<file path="src/rtl/riscv_ctrl_pkg.sv">
// Shared types and encodings for the multicycle RV32I control FSM:
// state enum, opcodes, aluOp classes and datapath select encodings.
package riscv_ctrl_pkg;

  typedef enum logic [3:0] {
    S_FETCH  = 4'd0,
    S_DECODE = 4'd1,
    S_MEMADR = 4'd2,
    S_MEMRD  = 4'd3,
    S_MEMWB  = 4'd4,
    S_MEMWR  = 4'd5,
    S_EXECR  = 4'd6,
    S_EXECI  = 4'd7,
    S_ALUWB  = 4'd8,
    S_BEQ    = 4'd9,
    S_JAL    = 4'd10,
    S_TRAP   = 4'd11
  } state_t;

  localparam logic [6:0] OP_LW  = 7'b0000011;
  localparam logic [6:0] OP_SW  = 7'b0100011;
  localparam logic [6:0] OP_R   = 7'b0110011;
  localparam logic [6:0] OP_I   = 7'b0010011;
  localparam logic [6:0] OP_BEQ = 7'b1100011;
  localparam logic [6:0] OP_JAL = 7'b1101111;

  localparam logic [1:0] ALUOP_ADD   = 2'b00;
  localparam logic [1:0] ALUOP_SUB   = 2'b01;
  localparam logic [1:0] ALUOP_FUNCT = 2'b10;

  localparam logic [1:0] SRCA_PC    = 2'b00;
  localparam logic [1:0] SRCA_OLDPC = 2'b01;
  localparam logic [1:0] SRCA_RS1   = 2'b10;

  localparam logic [1:0] SRCB_RS2  = 2'b00;
  localparam logic [1:0] SRCB_IMM  = 2'b01;
  localparam logic [1:0] SRCB_FOUR = 2'b10;

  localparam logic [1:0] RES_ALUOUT    = 2'b00;
  localparam logic [1:0] RES_MEMDATA   = 2'b01;
  localparam logic [1:0] RES_ALURESULT = 2'b10;

  localparam logic [1:0] IMM_I = 2'b00;
  localparam logic [1:0] IMM_S = 2'b01;
  localparam logic [1:0] IMM_B = 2'b10;
  localparam logic [1:0] IMM_J = 2'b11;

endpackage

</file>
<file path="src/rtl/imm_src_decode.sv">
// Combinational opcode decode: immediate format select plus a legality
// flag that steers the DECODE transition toward TRAP.
module imm_src_decode
  import riscv_ctrl_pkg::*;
(
  input  logic [6:0] opcode,
  output logic [1:0] immSrc,
  output logic       opLegal
);

  always_comb begin
    immSrc  = IMM_I;
    opLegal = 1'b0;
    case (opcode)
      OP_LW:  begin immSrc = IMM_I; opLegal = 1'b1; end
      OP_I:   begin immSrc = IMM_I; opLegal = 1'b1; end
      OP_R:   begin immSrc = IMM_I; opLegal = 1'b1; end
      OP_SW:  begin immSrc = IMM_S; opLegal = 1'b1; end
      OP_BEQ: begin immSrc = IMM_B; opLegal = 1'b1; end
      OP_JAL: begin immSrc = IMM_J; opLegal = 1'b1; end
      default: begin immSrc = IMM_I; opLegal = 1'b0; end
    endcase
  end

endmodule

</file>
<file path="src/rtl/multicycle_control.sv">
// Multicycle RV32I main control FSM (lw, sw, R, I, beq, jal) with a
// variable-latency memory handshake. Define RETIRE_CNT_EN to add `instret`.
module multicycle_control
  import riscv_ctrl_pkg::*;
(
  input  logic       clk,
  input  logic       rst_n,
  input  logic [6:0] opcode,
  input  logic       zero,
  input  logic       memReady,
  output logic       memReq,
  output logic       memWrite,
  output logic       adrSrc,
  output logic       irWrite,
  output logic       pcWrite,
  output logic       regWrite,
  output logic [1:0] aluSrcA,
  output logic [1:0] aluSrcB,
  output logic [1:0] aluOp,
  output logic [1:0] resultSrc,
  output logic [1:0] immSrc,
  output logic       illegal
`ifdef RETIRE_CNT_EN
  ,
  output logic [31:0] instret
`endif
);

  state_t state;
  state_t next_state;
  logic   op_legal;
  logic   mem_req_raw;
  logic   mem_write_raw;
  logic   ir_write_raw;
  logic   pc_write_raw;
  logic   reg_write_raw;

  imm_src_decode u_imm_src_decode (
    .opcode  (opcode),
    .immSrc  (immSrc),
    .opLegal (op_legal)
  );

  always_ff @(posedge clk or negedge rst_n) begin
    if (!rst_n) state <= S_FETCH;
    else        state <= next_state;
  end

  always_comb begin
    next_state    = state;
    mem_req_raw   = 1'b0;
    mem_write_raw = 1'b0;
    ir_write_raw  = 1'b0;
    pc_write_raw  = 1'b0;
    reg_write_raw = 1'b0;
    adrSrc        = 1'b0;
    aluSrcA       = SRCA_PC;
    aluSrcB       = SRCB_RS2;
    aluOp         = ALUOP_ADD;
    resultSrc     = RES_ALUOUT;
    case (state)
      S_FETCH: begin
        mem_req_raw  = 1'b1;
        aluSrcA      = SRCA_PC;
        aluSrcB      = SRCB_FOUR;
        resultSrc    = RES_ALURESULT;
        ir_write_raw = memReady;
        pc_write_raw = memReady;
        if (memReady) next_state = S_DECODE;
      end
      S_DECODE: begin
        aluSrcA = SRCA_OLDPC;
        aluSrcB = SRCB_IMM;
        if (!op_legal) next_state = S_TRAP;
        else begin
          case (opcode)
            OP_LW, OP_SW: next_state = S_MEMADR;
            OP_R:         next_state = S_EXECR;
            OP_I:         next_state = S_EXECI;
            OP_BEQ:       next_state = S_BEQ;
            OP_JAL:       next_state = S_JAL;
            default:      next_state = S_TRAP;
          endcase
        end
      end
      S_MEMADR: begin
        aluSrcA    = SRCA_RS1;
        aluSrcB    = SRCB_IMM;
        next_state = (opcode == OP_SW) ? S_MEMWR : S_MEMRD;
      end
      S_MEMRD: begin
        mem_req_raw = 1'b1;
        adrSrc      = 1'b1;
        if (memReady) next_state = S_MEMWB;
      end
      S_MEMWB: begin
        resultSrc     = RES_MEMDATA;
        reg_write_raw = 1'b1;
        next_state    = S_FETCH;
      end
      S_MEMWR: begin
        mem_req_raw   = 1'b1;
        mem_write_raw = 1'b1;
        adrSrc        = 1'b1;
        if (memReady) next_state = S_FETCH;
      end
      S_EXECR: begin
        aluSrcA    = SRCA_RS1;
        aluSrcB    = SRCB_RS2;
        aluOp      = ALUOP_FUNCT;
        next_state = S_ALUWB;
      end
      S_EXECI: begin
        aluSrcA    = SRCA_RS1;
        aluSrcB    = SRCB_IMM;
        aluOp      = ALUOP_FUNCT;
        next_state = S_ALUWB;
      end
      S_ALUWB: begin
        resultSrc     = RES_ALUOUT;
        reg_write_raw = 1'b1;
        next_state    = S_FETCH;
      end
      S_BEQ: begin
        aluSrcA      = SRCA_RS1;
        aluSrcB      = SRCB_RS2;
        aluOp        = ALUOP_SUB;
        resultSrc    = RES_ALUOUT;
        pc_write_raw = zero;
        next_state   = S_FETCH;
      end
      S_JAL: begin
        aluSrcA      = SRCA_OLDPC;
        aluSrcB      = SRCB_FOUR;
        resultSrc    = RES_ALUOUT;
        pc_write_raw = 1'b1;
        next_state   = S_ALUWB;
      end
      S_TRAP: next_state = S_TRAP;
      default: next_state = S_FETCH;
    endcase
  end

  // Strobes are gated by rst_n so nothing escapes while reset is held,
  // even though the state register already sits in FETCH.
  assign memReq   = mem_req_raw   & rst_n;
  assign memWrite = mem_write_raw & rst_n;
  assign irWrite  = ir_write_raw  & rst_n;
  assign pcWrite  = pc_write_raw  & rst_n;
  assign regWrite = reg_write_raw & rst_n;
  assign illegal  = (state == S_TRAP);

`ifdef RETIRE_CNT_EN
  logic [31:0] instret_q;
  logic        retire;

  assign retire = (next_state == S_FETCH) &&
                  ((state == S_MEMWB) || (state == S_MEMWR) ||
                   (state == S_ALUWB) || (state == S_BEQ));

  always_ff @(posedge clk or negedge rst_n) begin
    if (!rst_n)      instret_q <= 32'd0;
    else if (retire) instret_q <= instret_q + 32'd1;
  end

  assign instret = instret_q;
`endif

endmodule

</file>
<file path="config.mk">
export PLATFORM = sky130hd
export DESIGN_NAME = multicycle_control
export DESIGN_NICKNAME = d
export VERILOG_FILES = /design/src/rtl/riscv_ctrl_pkg.sv /design/src/rtl/imm_src_decode.sv /design/src/rtl/multicycle_control.sv
export SDC_FILE = /design/constraint.sdc
export NUM_CORES = 1
export LEC_CHECK = 0
export BUFFER_PORTS_ARGS = -buffer_cell sky130_fd_sc_hd__buf_2
export CORE_MARGIN = 2
export CORE_UTILIZATION = 35
export CTS_CLUSTER_SIZE = 24
export DETAILED_ROUTE_END_ITERATION = 6
export PLACE_DENSITY = 0.71
export SYNTH_ARGS = -nofsm -noshare
export SYNTH_HDL_FRONTEND = slang
export SYNTH_HIERARCHICAL = 1
export SYNTH_SLANG_ARGS = --single-unit
</file>
<file path="constraint.sdc">
create_clock -name clk -period 2.18 [get_ports clk]
set_clock_uncertainty 0.05 [all_clocks]
set_input_delay 0.218 -clock clk [delete_from_list [all_inputs] [get_ports clk]]
set_output_delay 0.218 -clock clk [all_outputs]
set_load 0.05 [all_outputs]
</file>
Word level (Yosys, flattened, before mapping)
Cells that the tools add are included.
W data, S select, Z words.
- RAM bits: 0
- memories: 0
- memory bits (read-only): 0
- logic and storage cells: 58
- bits in latches: 0
- flip-flop bits (word level): 4
- input port bits: 11
- $lt $le $gt $ge: 0
- multiplexer cells: 19
- reduce and logical (&&, ||, !) cells: 13
- shifts and indexed selects: 0
- add/subtract/negate cells: 0
- equal/unequal tests: 20
- bitwise operators: 5
- multipliers: 0
- div/mod/pow operators: 0
- operators by type and width (cell ; count):
    $pmux W4 S7 ; 1
    $pmux W4 S5 ; 1
    $eq A4 B3 Y1 const B ; 4
    $eq A4 B4 Y1 const B ; 4
    $mux W4 ; 4
    $pmux W2 S2 ; 4
    $eq A7 B6 Y1 const B ; 2
    $eq A7 B7 Y1 const B ; 2
    $reduce_or A2 Y1 ; 6
    $reduce_or A3 Y1 ; 3
    $eq A4 B2 Y1 const B ; 2
    $eq A7 B2 Y1 const B ; 1
    $eq A7 B5 Y1 const B ; 1
    $mux W1 ; 6
    $ne A2 B2 Y1 const B ; 3
    $pmux W2 S3 ; 1
    $reduce_or A6 Y1 ; 1
    $and A1 B1 Y1 ; 5
    $eq A4 B1 Y1 const B ; 1
    $logic_not A4 Y1 ; 1
    $reduce_or A4 Y1 ; 1
    $mux W3 ; 1
    $pmux W1 S3 ; 1
    $reduce_and A3 Y1 ; 1

Longest topological paths before layout
- depth after elaboration: 5
- depth in mapped cells: 6
- mapped depth without buffers: 6

Cells and area by module
The synthesis kept the hierarchy.
- by module, submodules not included (module ; cells an instance ; area an instance (um^2) ; times used):
    multicycle_control ; 84 ; 578.1 ; 1
    imm_src_decode ; 11 ; 68.8 ; 1

Worst setup path after synthesis
OpenSTA, ideal clock, no wires.
- path kind: register to output
- start: register state[0]
- end: output irWrite
- required time: 1.912 ns
- arrival: 2.391 ns
- cell stages (with the launch flop): 4
- path slack: -0.479 ns
- path buffers: 0
- cells stage by stage: dfrtp_1 -> or2_1 -> nor3_1 -> and3_1
- word-level cells in the longest chain between the ends: 3
- RTL lines (element ; RTL line ; RTL):
    from (decl) ; multicycle_control.sv:29 ; state_t state;
    from (signal assigned) ; multicycle_control.sv:46 ; else state <= next_state;
    $logic_not A4 Y1 ; multicycle_control.sv:61 ; case (state)
    $mux W1 ; multicycle_control.sv:61 ;
    $and A1 B1 Y1 ; multicycle_control.sv:148 ; assign irWrite = ir_write_raw & rst_n;
    to (decl) ; multicycle_control.sv:14 ; output logic irWrite,
No other way between the ends.

Worst setup path in the final report
- start: register state[1]
- end: output pcWrite
- word-level cells in the longest chain between the ends: 3
- elaborated cells on any way between the ends: 5
- classes of those cells: 2 x eq/ne; 1 x mux; 1 x bitwise; 1 x reduce/logical
- RTL lines (element ; RTL line ; RTL):
    $eq A4 B4 Y1 / $logic_not A4 Y1 (equally long branches) ; multicycle_control.sv:61 ;
    $pmux W1 S3 (*) ; multicycle_control.sv:61 ;
    $and A1 B1 Y1 (*) ; multicycle_control.sv:149 ; assign pcWrite = pc_write_raw & rst_n;
    to (decl) ; multicycle_control.sv:15 ; output logic pcWrite,
Mark *: on every way between the ends. The rest lies on a longest branch, timed or not.

==> results.py <==
metrics = {
    "outcome": {
        "status": "finished, final reports clean",
    },
    "floorplanning": {
        "die_width_um": 47.0,
        "dieArea_um2": 2210,
        "rows": 15,
        "initial_core_util": 0.375,
        "die_h_um": 47.0,
        "ioPinCount": 28,
        "coreArea_um2": 1730,
    },
    "placement": {
        "pre_cts_ws_ns": 0.260,
        "place_area_um2": 800,
        "portBuffers": 27,
        "gp_congestion": 0.743,
        "dp_hpwl_mm": 1.29,
    },
    "sta": {
        "relSlewSlack": 0.580,
        "fin_crit_sh": 0.957,
        "holdWs_ns": 0.271,
        "setup_violations": 0,
        "timing_hold_violations_final": 0,
        "drv_slew": 0,
        "finalWorstSetupSlack_ns": 0.0932,
        "worstMarginPinSlew_ns": 0.631,
        "rsz0062_at_grt": "no",
        "post-route-min-period_ns": 2.09,
        "max_freq_mhz": 479,
    },
    "cts": {
        "clock_latency_ns": 0.24,
        "ctsResizeCount": 0,
        "htree_levels": 1,
        "post_cts_buffers": 0,
        "clockRootBuffer": "clkbuf_4",
        "clk_pin_slew_ns": 0.04,
        "numCtsBuffers": 3,
        "numClockSinks": 4,
        "clockBufferDepth": 2,
        "cts_tree": "done",
    },
    "final_layout": {
        "area_growth_pct": 28.6,
        "largest_reg_flops": 4,
        "reg_top3": "state (4)",
        "diodes": 0,
        "layout-drive-gt1-share": 0.344,
        "design_area_um2": 832,
        "regMostFlops": "state",
        "nets": 135,
    },
    "global_routing": {
        "grt_pass1_vias": 675,
        "grt.total_usage": 0.165,
        "grt_pass1_wl_mm": 2.70,
        "gr-total-overflow": 0,
        "grt_max_degree": 22,
        "antenna_found_initial": 0,
    },
    "setup_path": {
        "r2r_end": "state[0]$_DFFE_PN0P_",
        "endpoint": "pcWrite",
        "cp_data_arrival_time_ns": 1.82,
        "cp.required_ns": 1.91,
        "rrSetupSlack_ns": 0.51,
        "ff2ff_path_depth": 4,
        "worstSetupStartpoint": "state[1]$_DFFE_PN0P_",
        "end_kind": "primary output",
        "cp-start-kind": "flop",
        "r2r-start": "state[3]$_DFFE_PN0P_",
        "crit_path_max_fanout": 13,
        "critical_path_class": "reg -> out",
    },
    "logic_synthesis": {
        "muxShareOfSynthArea": 0.0155,
        "synth_top_family_by_area": "simple AND/OR/NAND/NOR gates",
        "yosys.area_share.adder": 0,
        "yosysWarnings": 6,
        "synthXorXnorAreaFrac": 0.0271,
        "synth-seq-cells": 4,
        "synthTopCellsByArea": "dfrtp_1 (15%), nor2_1 (8.1%), nand2_1 (5.8%)",
        "synth_top_area_frac": 0.155,
        "syn_inst": 95,
        "syn_area_um2": 647,
        "synth_common_cells": "nor2_1 (14), nand2_1 (10), a21oi_1 (6)",
        "synth_compound_area_frac": 0.257,
        "synthMostInstantiatedCell": "nor2_1",
        "yosysSeqAreaShare": 0.155,
        "synth_top_area_cell": "dfrtp_1",
        "synth.avg_cell_area_um2": 6.81,
        "synth_flop_cell": "dfrtp_1",
        "synth_cell_types": 43,
        "synth-async-reset-ratio": 1.00,
        "synth.net_count": 106,
        "synthSimpleGateAreaFrac": 0.441,
        "synth_edf_count": 0,
    },
    "job": {
        "max_cap_viol_count": 0,
    },
    "detailed_routing": {
        "dr.pass1.iters": 4,
        "drc": 0,
        "drtIter0Drc": 19,
        "routed-via-count": 786,
        "routed_via_density": 5.35,
        "routed_wl_mm": 1.76,
        "post_drt_wl_per_cell_um": 12.0,
        "ant_nets": 0,
    },
    "power": {
        "power.density_nw_per_um2": 1650,
        "leakagePower_nw": 0.382,
        "ir_worst_vdd_mv": 0.600,
    },
    "hold_path": {
        "hold_class": "in -> async",
    },
}
-- repair_timing --
action                                 4_1_cts  5_1_grt
setup endpoints to repair                    0        0
hold buffers                                 1        0
endpoints found under the hold margin        4        0
-- logic make-up after synthesis --
logic type | Yosys count
and+or+nand+nor | 53
AOI/OAI and AO/OA | 24
DFF | 4
buffers and inverters | 11
muxes | 1
xor gates and xnor gates | 2
-- placed cells by master (no fill, tap or decap), drive strengths merged, types with 4 or more instances in the layout --
cell type	Yosys	final
a21oi	6	6
buf	4	29
dfrtp	4	4
inv	5	5
nand2	10	10
nand2b	4	4
nand3	4	4
nor2	14	14
o21ai	4	4
-- per-stage QoR --
stage	power, mW	std cells	utilization	setup TNS, ns
after floorplan	1.07	95	-	-0.0122
after global placement	1.26	143	0.463	0
after detailed placement	1.27	143	0.463	0
after CTS	1.37	147	0.482	0
after global routing	1.47	147	0.482	0
final	1.37	147	0.482	0
-- how the worst min path moves through the flow --
stage / startpoint / endpoint / slack (ns) / cells after the start
after global routing: rst_n / state[3]$_DFFE_PN0P_ / 0.30 / 2
after detailed placement: rst_n / state[0]$_DFFE_PN0P_ / -0.01 / 1
after global placement: rst_n / state[0]$_DFFE_PN0P_ / -0.01 / 1
after CTS: rst_n / state[3]$_DFFE_PN0P_ / 0.28 / 2
after floorplan: rst_n / state[0]$_DFFE_PN0P_ / -0.13 / 0
final: rst_n / state[3]$_DFFE_PN0P_ / 0.27 / 2
-- layout make-up --
cell class / instances / area [um^2]
clock buffer: 3 / 22.5
timing repair buffer: 30 / 160
multi-input combinational: 80 / 499
tap: 25 / 31.3
inverter: 5 / 18.8
fill: 202 / 895
sequential: 4 / 100
-- metal layers --
layer | wire, um | track usage
met1 | 810 | 0.201
met2 | 857 | 0.301
met3 | 94 | 0
met4 | 0 | 0.0778
met5 | 0 | 0
-- power by group --
group          internal (mW)  switching (mW)  leakage, nW  total, mW
clock                 0.0618          0.0337       0.0138     0.0954
sequential             0.109           0.119       0.0505      0.228
combinational          0.318           0.733        0.318       1.05
total                  0.488           0.886        0.382       1.37
-- critical path, stage by stage (launching register included) --
cell and delay [ns]:
dfrtp_1 0.52, or2_1 0.35, nor3b_1 0.23, a21oi_1 0.08
nor3_2 0.13, buf_2 0.28
Note: power is estimated with default switching activity, not from simulation.
